==> src/rtl/hazard_scoreboard.sv <==
// -----------------------------------------------------------------------------
// hazard_scoreboard
//
// Pipeline hazard unit for an in-order core with a load-use interlock and a
// scoreboard for long-latency (multi-cycle) register writes.
//
// A one-bit-per-register pending mask tracks long ops that have issued and not
// yet written back. An outstanding-op counter caps the number of long ops in
// flight at MAX_LONG. A writeback strobe in the same cycle as a dependent
// instruction releases that instruction immediately (same-cycle bypass).
//
// Parameters
//   MAX_LONG      maximum number of outstanding long-latency writes
//
// Optional feature
//   HAZARD_STATS_EN  when defined, stall_count counts stalled cycles (wraps);
//                    when undefined, stall_count is tied to zero.
//
// Ports
//   clk, rst                     clock (rising edge), async active-high reset
//   id_valid                     valid instruction in ID
//   id_rs1_addr/id_rs2_addr      ID source registers
//   id_rd_addr                   ID destination register
//   id_uses_rs1/id_uses_rs2      source operands actually read
//   id_regWrite, id_is_long      ID writes rd / is a long-latency op
//   ex_memRead, ex_rd            load in EX and its destination
//   long_done, long_rd           long-op writeback strobe and destination
//   branch_taken                 taken branch/jump resolved in EX
//   pc_write, if_id_write        front-end advance enables
//   if_id_flush, id_ex_flush     pipeline register flushes
//   hz_state                     00 RUN, 01 LOAD_BUBBLE, 10 LONG_WAIT
//   pend_mask                    registered scoreboard, bit 0 always 0
//   stall_count                  stalled-cycle statistics
// -----------------------------------------------------------------------------
module hazard_scoreboard #(
    parameter int MAX_LONG = 4
) (
    input  logic        clk,
    input  logic        rst,
    input  logic        id_valid,
    input  logic [4:0]  id_rs1_addr,
    input  logic [4:0]  id_rs2_addr,
    input  logic [4:0]  id_rd_addr,
    input  logic        id_uses_rs1,
    input  logic        id_uses_rs2,
    input  logic        id_regWrite,
    input  logic        id_is_long,
    input  logic        ex_memRead,
    input  logic [4:0]  ex_rd,
    input  logic        long_done,
    input  logic [4:0]  long_rd,
    input  logic        branch_taken,
    output logic        pc_write,
    output logic        if_id_write,
    output logic        if_id_flush,
    output logic        id_ex_flush,
    output logic [1:0]  hz_state,
    output logic [31:0] pend_mask,
    output logic [31:0] stall_count
);

    localparam int CW = $clog2(MAX_LONG + 1);

    typedef enum logic [1:0] {
        RUN         = 2'b00,
        LOAD_BUBBLE = 2'b01,
        LONG_WAIT   = 2'b10
    } hz_state_t;

    hz_state_t      state_q, state_d;
    logic [31:0]    pend_q, pend_d, eff_pend;
    logic [CW-1:0]  outstanding_q, outstanding_d;

    logic done_ok;
    logic at_max;
    logic rs1_live, rs2_live, rd_live;
    logic load_hz, long_hz, stall, long_issue;

    // A writeback with nothing outstanding is stale (e.g. issued before a
    // reset) and is ignored everywhere, including the bypass.
    assign done_ok  = long_done & (outstanding_q != '0);
    assign at_max   = (outstanding_q == CW'(MAX_LONG));

    assign rs1_live = id_uses_rs1 & (id_rs1_addr != 5'd0);
    assign rs2_live = id_uses_rs2 & (id_rs2_addr != 5'd0);
    assign rd_live  = (id_rd_addr != 5'd0);

    // Scoreboard as seen by ID this cycle: a completing writeback is bypassed.
    always_comb begin
        eff_pend = pend_q;
        if (done_ok) begin
            eff_pend[long_rd] = 1'b0;
        end
        eff_pend[0] = 1'b0;
    end

    assign load_hz = id_valid & ex_memRead & (ex_rd != 5'd0) &
                     ((id_uses_rs1 & (id_rs1_addr == ex_rd)) |
                      (id_uses_rs2 & (id_rs2_addr == ex_rd)));

    assign long_hz = id_valid &
                     ((rs1_live & eff_pend[id_rs1_addr]) |
                      (rs2_live & eff_pend[id_rs2_addr]) |
                      (id_regWrite & rd_live & eff_pend[id_rd_addr]) |
                      (id_is_long & at_max));

    // While reset is held the controls reflect the cleared scoreboard, so no
    // stall is requested regardless of the ID/EX inputs.
    assign stall      = (load_hz | long_hz) & ~branch_taken & ~rst;
    assign long_issue = id_valid & id_is_long & ~stall & ~branch_taken;

    // Clear first, then set: an issue to the register being written back in
    // the same cycle leaves it pending.
    always_comb begin
        pend_d = pend_q;
        if (done_ok) begin
            pend_d[long_rd] = 1'b0;
        end
        if (long_issue & id_regWrite & rd_live) begin
            pend_d[id_rd_addr] = 1'b1;
        end
        pend_d[0] = 1'b0;
    end

    always_comb begin
        outstanding_d = outstanding_q;
        case ({long_issue, done_ok})
            2'b10: begin
                if (!at_max) begin
                    outstanding_d = outstanding_q + CW'(1);
                end
            end
            2'b01: outstanding_d = outstanding_q - CW'(1);
            default: outstanding_d = outstanding_q;
        endcase
    end

    always_ff @(posedge clk or posedge rst) begin
        if (rst) begin
            pend_q        <= '0;
            outstanding_q <= '0;
        end else begin
            pend_q        <= pend_d;
            outstanding_q <= outstanding_d;
        end
    end

    // ---------------------------------------------------------------- FSM
    always_ff @(posedge clk or posedge rst) begin
        if (rst) begin
            state_q <= RUN;
        end else begin
            state_q <= state_d;
        end
    end

    always_comb begin
        state_d = RUN;
        if (branch_taken) begin
            state_d = RUN;
        end else if (long_hz) begin
            state_d = LONG_WAIT;
        end else if (load_hz) begin
            state_d = LOAD_BUBBLE;
        end
    end

    always_comb begin
        pc_write    = ~stall;
        if_id_write = ~stall;
        id_ex_flush = stall | branch_taken;
        if_id_flush = branch_taken;
        hz_state    = state_q;
    end

    assign pend_mask = pend_q;

    // ---------------------------------------------------------- statistics
`ifdef HAZARD_STATS_EN
    logic [31:0] stall_count_q;

    always_ff @(posedge clk or posedge rst) begin
        if (rst) begin
            stall_count_q <= '0;
        end else if (stall) begin
            stall_count_q <= stall_count_q + 32'd1;
        end
    end

    assign stall_count = stall_count_q;
`else
    assign stall_count = '0;
`endif

endmodule

==> config.mk <==
export PLATFORM = sky130hd
export DESIGN_NAME = hazard_scoreboard
export DESIGN_NICKNAME = d
export VERILOG_FILES = /design/src/rtl/hazard_scoreboard.sv
export SDC_FILE = /design/constraint.sdc
export NUM_CORES = 1
export LEC_CHECK = 0
export CAP_MARGIN = 20
export CORE_ASPECT_RATIO = 1.1
export CORE_MARGIN = 2
export CORE_UTILIZATION = 49
export DETAILED_ROUTE_END_ITERATION = 8
export PLACE_DENSITY = 0.79
export SKIP_LAST_GASP = 1
export SYNTH_ARGS = -nofsm -noshare
export SYNTH_HDL_FRONTEND = slang
export SYNTH_SLANG_ARGS = --single-unit
==> constraint.sdc <==
create_clock -name clk -period 4.4 [get_ports clk]
set_input_delay 0.44 -clock clk [delete_from_list [all_inputs] [get_ports clk]]
set_output_delay 0.44 -clock clk [all_outputs]
set_load 0.05 [all_outputs]
# Word-level counts from Yosys, hierarchy flattened
# Index checks and enable logic that the tools add are counted.
dict set report totals {
  register_bits 36
  latchBits 0
  ram_bits 0
  rom_bits 0
  inputBits 35
  output_inout_bits 70
  word_cells 76
  n_memories 0
}
dict set report op_classes {
  addsub 2
  multipliers 0
  div_mod_pow 0
  n_lt_le_gt_ge 6
  eq_ne 6
  shift 0
  mux 17
  bitwise 33
  reduce_logical 9
}
# operator count
set ops {}
lappend ops {{$mux W32} 2}
lappend ops {{$and A32 B32 Y32} 1}
lappend ops {{$not A32 Y32} 1}
lappend ops {{$or A32 B32 Y32} 1}
lappend ops {{$lt A5 B6 Y1 const B} 4}
lappend ops {{$and A1 B1 Y1} 21}
lappend ops {{$reduce_bool A5 Y1} 4}
lappend ops {{$bmux W1 S5} 3}
lappend ops {{$demux W1 S5} 2}
lappend ops {{$eq A5 B5 Y1} 2}
lappend ops {{$ge A5 B1 Y1 const B} 2}
lappend ops {{$mux W1} 6}
lappend ops {{$or A1 B1 Y1} 6}
lappend ops {{$pmux W3 S2} 1}
lappend ops {{$mux W2} 2}
lappend ops {{$add A3 B1 Y3 const B} 1}
lappend ops {{$eq A3 B3 Y1 const B} 1}
lappend ops {{$mux W3} 1}
lappend ops {{$not A1 Y1} 3}
lappend ops {{$reduce_bool A3 Y1} 1}
lappend ops {{$sub A3 B1 Y3 const B} 1}
lappend ops {{$eq A2 B1 Y1 const B} 1}
lappend ops {{$eq A2 B2 Y1 const B} 1}
lappend ops {{$logic_and A1 B1 Y1} 2}
lappend ops {{3 further kinds} 3}

# Longest topological paths before layout
dict set report depth {
  ltp_word 23
  depth_mapped 16
  mapped_depth_nobuf 12
}

# Least setup slack after synthesis
# No wires, ideal clock.
dict set report synth_timing {
  path_type {reg2reg}
  startpoint {register outstanding_q[1]}
  endpoint {register outstanding_q[2]}
  arrival_ns 3.746
  t_required_ns 4.278
  path_slack_ns 0.532
  stages_incl_launch_ff 14
  n_path_buf 1
  period_less_slack_ns 3.868
  cell_sequence {dfrtp_1 > o31ai_4 > buf_2 > o31ai_1 > mux4_2 > nand4b_1 > o311ai_2 > a211o_2 > a41oi_4 > o21ai_0 > fa_1 > or4_4 > a32oi_1 > nand2b_1}
}
dict set report synth_via {
  elab_chain_cells 19
  elab_cells_between_ends 33
  cone_classes {add/sub: 2; eq/ne: 4; mux: 9; bitwise: 15; reduce/logical: 3}
}
# element line
set synth_lines {}
lappend synth_lines {{start: declaration} 72} ;# logic [CW-1:0] outstanding_q, outstanding_d;
lappend synth_lines {{start signal: assignment} 144} ;# outstanding_q <= outstanding_d;
lappend synth_lines {{$reduce_bool A3 Y1} 81} ;# assign done_ok = long_done & (outstanding_q != '0);
lappend synth_lines {{$and A1 B1 Y1} 81}
lappend synth_lines {{$mux W32} 91} ;# if (done_ok) begin
lappend synth_lines {{$bmux W1 S5 (on tied branches)} {102, 103}}
lappend synth_lines {{$mux W1 (on tied branches)} {102, 103}}
lappend synth_lines {{$and A1 B1 Y1 (on tied branches)} {102, 103}}
lappend synth_lines {{$or A1 B1 Y1} 102} ;# ((rs1_live & eff_pend[id_rs1_addr]) |
lappend synth_lines {{$or A1 B1 Y1} 103} ;# (rs2_live & eff_pend[id_rs2_addr]) |
lappend synth_lines {{$or A1 B1 Y1} 104} ;# (id_regWrite & rd_live & eff_pend[id_rd_addr]) |
lappend synth_lines {{$and A1 B1 Y1} 101} ;# assign long_hz = id_valid &
lappend synth_lines {{$or A1 B1 Y1} 109} ;# assign stall = (load_hz | long_hz) & ~branch_taken & ~rst;
lappend synth_lines {{$and A1 B1 Y1 (2 in a row)} 109}
lappend synth_lines {{$not A1 Y1} 110} ;# assign long_issue = id_valid & id_is_long & ~stall & ~branch_taken;
lappend synth_lines {{$and A1 B1 Y1 (2 in a row)} 110}
lappend synth_lines {{$eq A2 B2 Y1 or $eq A2 B1 Y1 (tied branches)} 127} ;# case ({long_issue, done_ok})
lappend synth_lines {{$ne A2 B2 Y1 (no source line) or $reduce_bool A2 Y1 (tied branches)} -}
lappend synth_lines {{$reduce_and A2 Y1 (no source line)} -}
# Parallel ways exist; a longest one is shown, timed or not. The select of a mux whose other input is x is not followed.
# A chain may end at the register's enable or synchronous reset.

# Worst setup path in the final report
dict set report layout_timing {
  startpoint {input long_rd[4]}
  endpoint {output pc_write}
}
dict set report layout_via {
  elab_chain_cells 18
  elab_cells_between_ends 25
  cone_classes {order compare: 2; mux: 9; bitwise: 13; reduce/logical: 1}
}
# element line
set layout_lines {}
lappend layout_lines {{start: declaration} 51} ;# input logic [4:0] long_rd,
lappend layout_lines {{$lt A5 B6 Y1 (implied by the code) or $ge A5 B1 Y1 (tied branches)} 92} ;# eff_pend[long_rd] = 1'b0;
lappend layout_lines {{$logic_and A1 B1 Y1 (implied by the code)} 92}
lappend layout_lines {{$mux W1 (implied by the code)} 92}
lappend layout_lines {{$demux W1 S5 (*)} 92}
lappend layout_lines {{$not A32 Y32 (no source line) (*)} -}
lappend layout_lines {{$and A32 B32 Y32 (no source line) (*)} -}
lappend layout_lines {{$mux W32 (*)} 91}
lappend layout_lines {{$bmux W1 S5 (on tied branches)} {102, 103}}
lappend layout_lines {{$mux W1 (on tied branches)} {102, 103}}
lappend layout_lines {{$and A1 B1 Y1 (on tied branches)} {102, 103}}
lappend layout_lines {{$or A1 B1 Y1} 102}
lappend layout_lines {{$or A1 B1 Y1 (*)} 103}
lappend layout_lines {{$or A1 B1 Y1 (*)} 104}
lappend layout_lines {{$and A1 B1 Y1 (*)} 101}
lappend layout_lines {{$or A1 B1 Y1 (*)} 109}
lappend layout_lines {{$and A1 B1 Y1 (*) (2 in a row)} 109}
lappend layout_lines {{$not A1 Y1 (*)} 169} ;# pc_write = ~stall;
lappend layout_lines {{end: declaration} 53} ;# output logic pc_write,
# Every way passes the cells marked *; elsewhere a longest branch is shown, timed or not. The select of a mux whose other input is x is not followed.

==> impl_metrics.json <==
{
  "cp-end-kind": "output port",
  "clockBufferDepth": 2,
  "cts_tree": "done",
  "initial_core_util": 0.504,
  "clock.fmax_ghz": 0.238,
  "first_pass_iters": 6,
  "synth_area_leaders": "dfrtp_1 24%, buf_4 7.4%, o21ai_0 4.8%",
  "drive_gt1_frac": 0.194,
  "crit_fanout": 11,
  "place_congestion": 1.08,
  "drtIter0Drc": 435,
  "cts_made_buffers": 5,
  "final_common_cell": "clkdlybuf4s50_1",
  "r2r_start": "outstanding_q[2]",
  "synth_cell_types": 85,
  "grt_pass1_vias": 4173,
  "clock_latency_ps": 300,
  "cts_hold_buf": 0,
  "rsz0062_at_grt": "no",
  "crit_path_start_kind": "primary input",
  "vias_per_cell": 6.52,
  "synth_fa_ha_area_frac": 0.00531,
  "timing.hold.ws_ps": 616,
  "antenna_found_initial": 0,
  "area_growth_pct": 30.3,
  "grt-ovfl-total": 0,
  "wirelength_mm": 14.8,
  "hold_end": "pend_mask[5]",
  "setup_ws_ps": 193,
  "die_w_um": 87.6,
  "slew_violations": 0,
  "ios": 105,
  "dp_hpwl_mm": 11.5,
  "synth_compound_area_frac": 0.319,
  "critPathKind": "in -> out",
  "drt.antenna.violating_nets": 0,
  "yosysWarnings": 0,
  "synthXorXnorAreaFrac": 0.0349,
  "outcome": "finished, final reports clean",
  "grt_pass1_wl_mm": 22.5,
  "leakagePower_nw": 1.93,
  "clock_skew_ps": 8.54,
  "final_cell_mix": "68 x clkdlybuf4s50_1, 57 x buf_4, 36 x o21ai_0, 36 x dfrtp_1, 33 x conb_1",
  "antenna_cells": 0,
  "synth_edf_count": 0,
  "pre_cts_ws_ps": 23.4,
  "fin_area_um2": 4910,
  "clockRootBuffer": "clkbuf_8",
  "ys_seq_area_frac": 0.239,
  "synth_top_family_by_area": "compound AO/OA/AOI/OAI gates",
  "whs_path_depth": 2,
  "tightest_slew_ps": 742,
  "yosysTopAreaCell": "dfrtp_1",
  "wl_per_cell_um": 22.5,
  "finalSetupViolations": 0,
  "synth_mux_area_frac": 0.0564,
  "core_um2": 7470,
  "cap_viol_max_count": 0,
  "fin_cells": 657,
  "vdd_drop_max_v": 0.000227,
  "async_flop_share": 1.00,
  "synthCells": 449,
  "fp.dieArea_um2": 8410,
  "rows": 33,
  "dp.cells": 646,
  "cts_max_level": 2,
  "hp-start": "pend_mask[5]",
  "r2r_cells": 14,
  "syn_area_um2": 3770,
  "vias": 4283,
  "required_ps": 3960,
  "fin_nets": 587,
  "ff2ff_setup_slack_ps": 510,
  "hold_path_class": "reg -> reg",
  "cp_data_arrival_time_ps": 3770,
  "drc": 0,
  "slew-limit-headroom": 0.504,
  "period_needed_ps": 4210,
  "synth-seq-cells": 36,
  "timing.final.hold_violations": 0,
  "synthDominantCellAreaShare": 0.239,
  "syn_area_per_cell_um2": 8.39,
  "place_area_um2": 4770,
  "post-route-period-util": 0.956,
  "fin_tns_setup_ps": 0,
  "die_y_um": 96.0,
  "grt_max_degree": 21,
  "cts_num_sinks": 36,
  "r2r_end": "outstanding_q[2]",
  "synth-simple-area-share": 0.204,
  "p_per_area_nw_per_um2": 321,
  "clkTransAtPathRegs_ps": 70,
  "port_buffers": 71,
  "ys_dominant_reg_cell": "dfrtp_1",
  "grt_usage": 0.356
}
==> cells in the mapped netlist, types with 5 or more instances <==
master,n
inv_1,20
a21oi_1,14
o31ai_1,20
buf_4,37
o311ai_0,12
o21ai_0,36
nand3_1,15
xnor2_1,7
a311oi_1,9
clkbuf_1,17
a211oi_1,7
nor2_1,18
o22ai_1,6
nor3_1,9
nand3b_1,5
mux2i_1,10
nand2_1,30
nor2b_1,6
nand2b_1,7
dfrtp_1,36
buf_2,8
or3_1,5
xor2_1,8
==> metal layers <==
layer / wire (um) / vias to the layer above / global-route usage
met5: 0 / - / 0
met4: 728 / 0 / 0.154
met3: 1450 / 77 / 0.0883
met2: 7020 / 322 / 0.582
met1: 5580 / 2025 / 0.444
li1: - / 1859 / -
==> kinds of logic after synthesis <==
| logic type | after synthesis |
|---|---|
| muxes | 17 |
| buffers and inverters | 89 |
| other | 1 |
| adders and majority gates | 1 |
| DFF | 36 |
| AOI/OAI and AO/OA | 157 |
| xor gates and xnor gates | 15 |
| and+or+nand+nor | 133 |
==> through the flow <==
stage	util	power, mW
6_report	0.657	1.58
5_1_grt	0.657	1.65
4_1_cts	0.650	1.53
3_5_place_dp	0.638	1.27
3_3_place_gp	0.638	1.26
2_1_floorplan	-	1.00
==> where the power goes <==
part	switching, mW	total (mW)	internal [mW]	leakage (nW)
registers	0.0618	0.439	0.377	0.484
logic	0.548	0.878	0.331	1.41
clock network	0.132	0.259	0.128	0.0445
total	0.741	1.58	0.835	1.93
==> state kept, by name, summed over array words and instances, names as in the netlist <==
name and cells:
outstanding_q 3, hz_state 2, pend_mask 31
==> how the worst max path moves through the flow <==
stage / cells past startpoint / from / to / slack, ps
CTS: 14 / outstanding_q[1] / outstanding_q[2] / 70
detailed placement: 13 / long_rd[4] / outstanding_q[1] / 20
finish: 13 / long_rd[4] / pc_write / 190
floorplan: 13 / outstanding_q[1] / outstanding_q[2] / 530
global placement: 13 / long_rd[3] / outstanding_q[1] / 80
global route: 13 / long_rd[4] / pc_write / 20
==> layout make-up <==
cell class	count	area (um^2)
timing repair buffer	132	1250
fill	660	2560
multi-input combinational	356	2460
tap	105	131
sequential	36	901
clock buffer	7	86.3
inverter	20	75.1
clock inverter	1	7.51
==> critical path, stage by stage <==
cell	delay, ps
clkdlybuf4s50_1	590
or3b_4	520
o311ai_0	410
a21oi_1	110
or4_1	590
a21oi_2	170
a211o_2	140
a41oi_4	100
buf_4	180
buf_4	160
nand2_1	80
buf_4	140
buf_12	130
==> repair_timing <==
| item | CTS | global route |
|---|---|---|
| hold endpoints to repair | 0 | 0 |
| gates resized for setup | 0 | 1 |
| buffers inserted | 0 | 3 |
| setup endpoints to repair | 0 | 4 |
No activity file was read; power rests on OpenSTA's default activity.
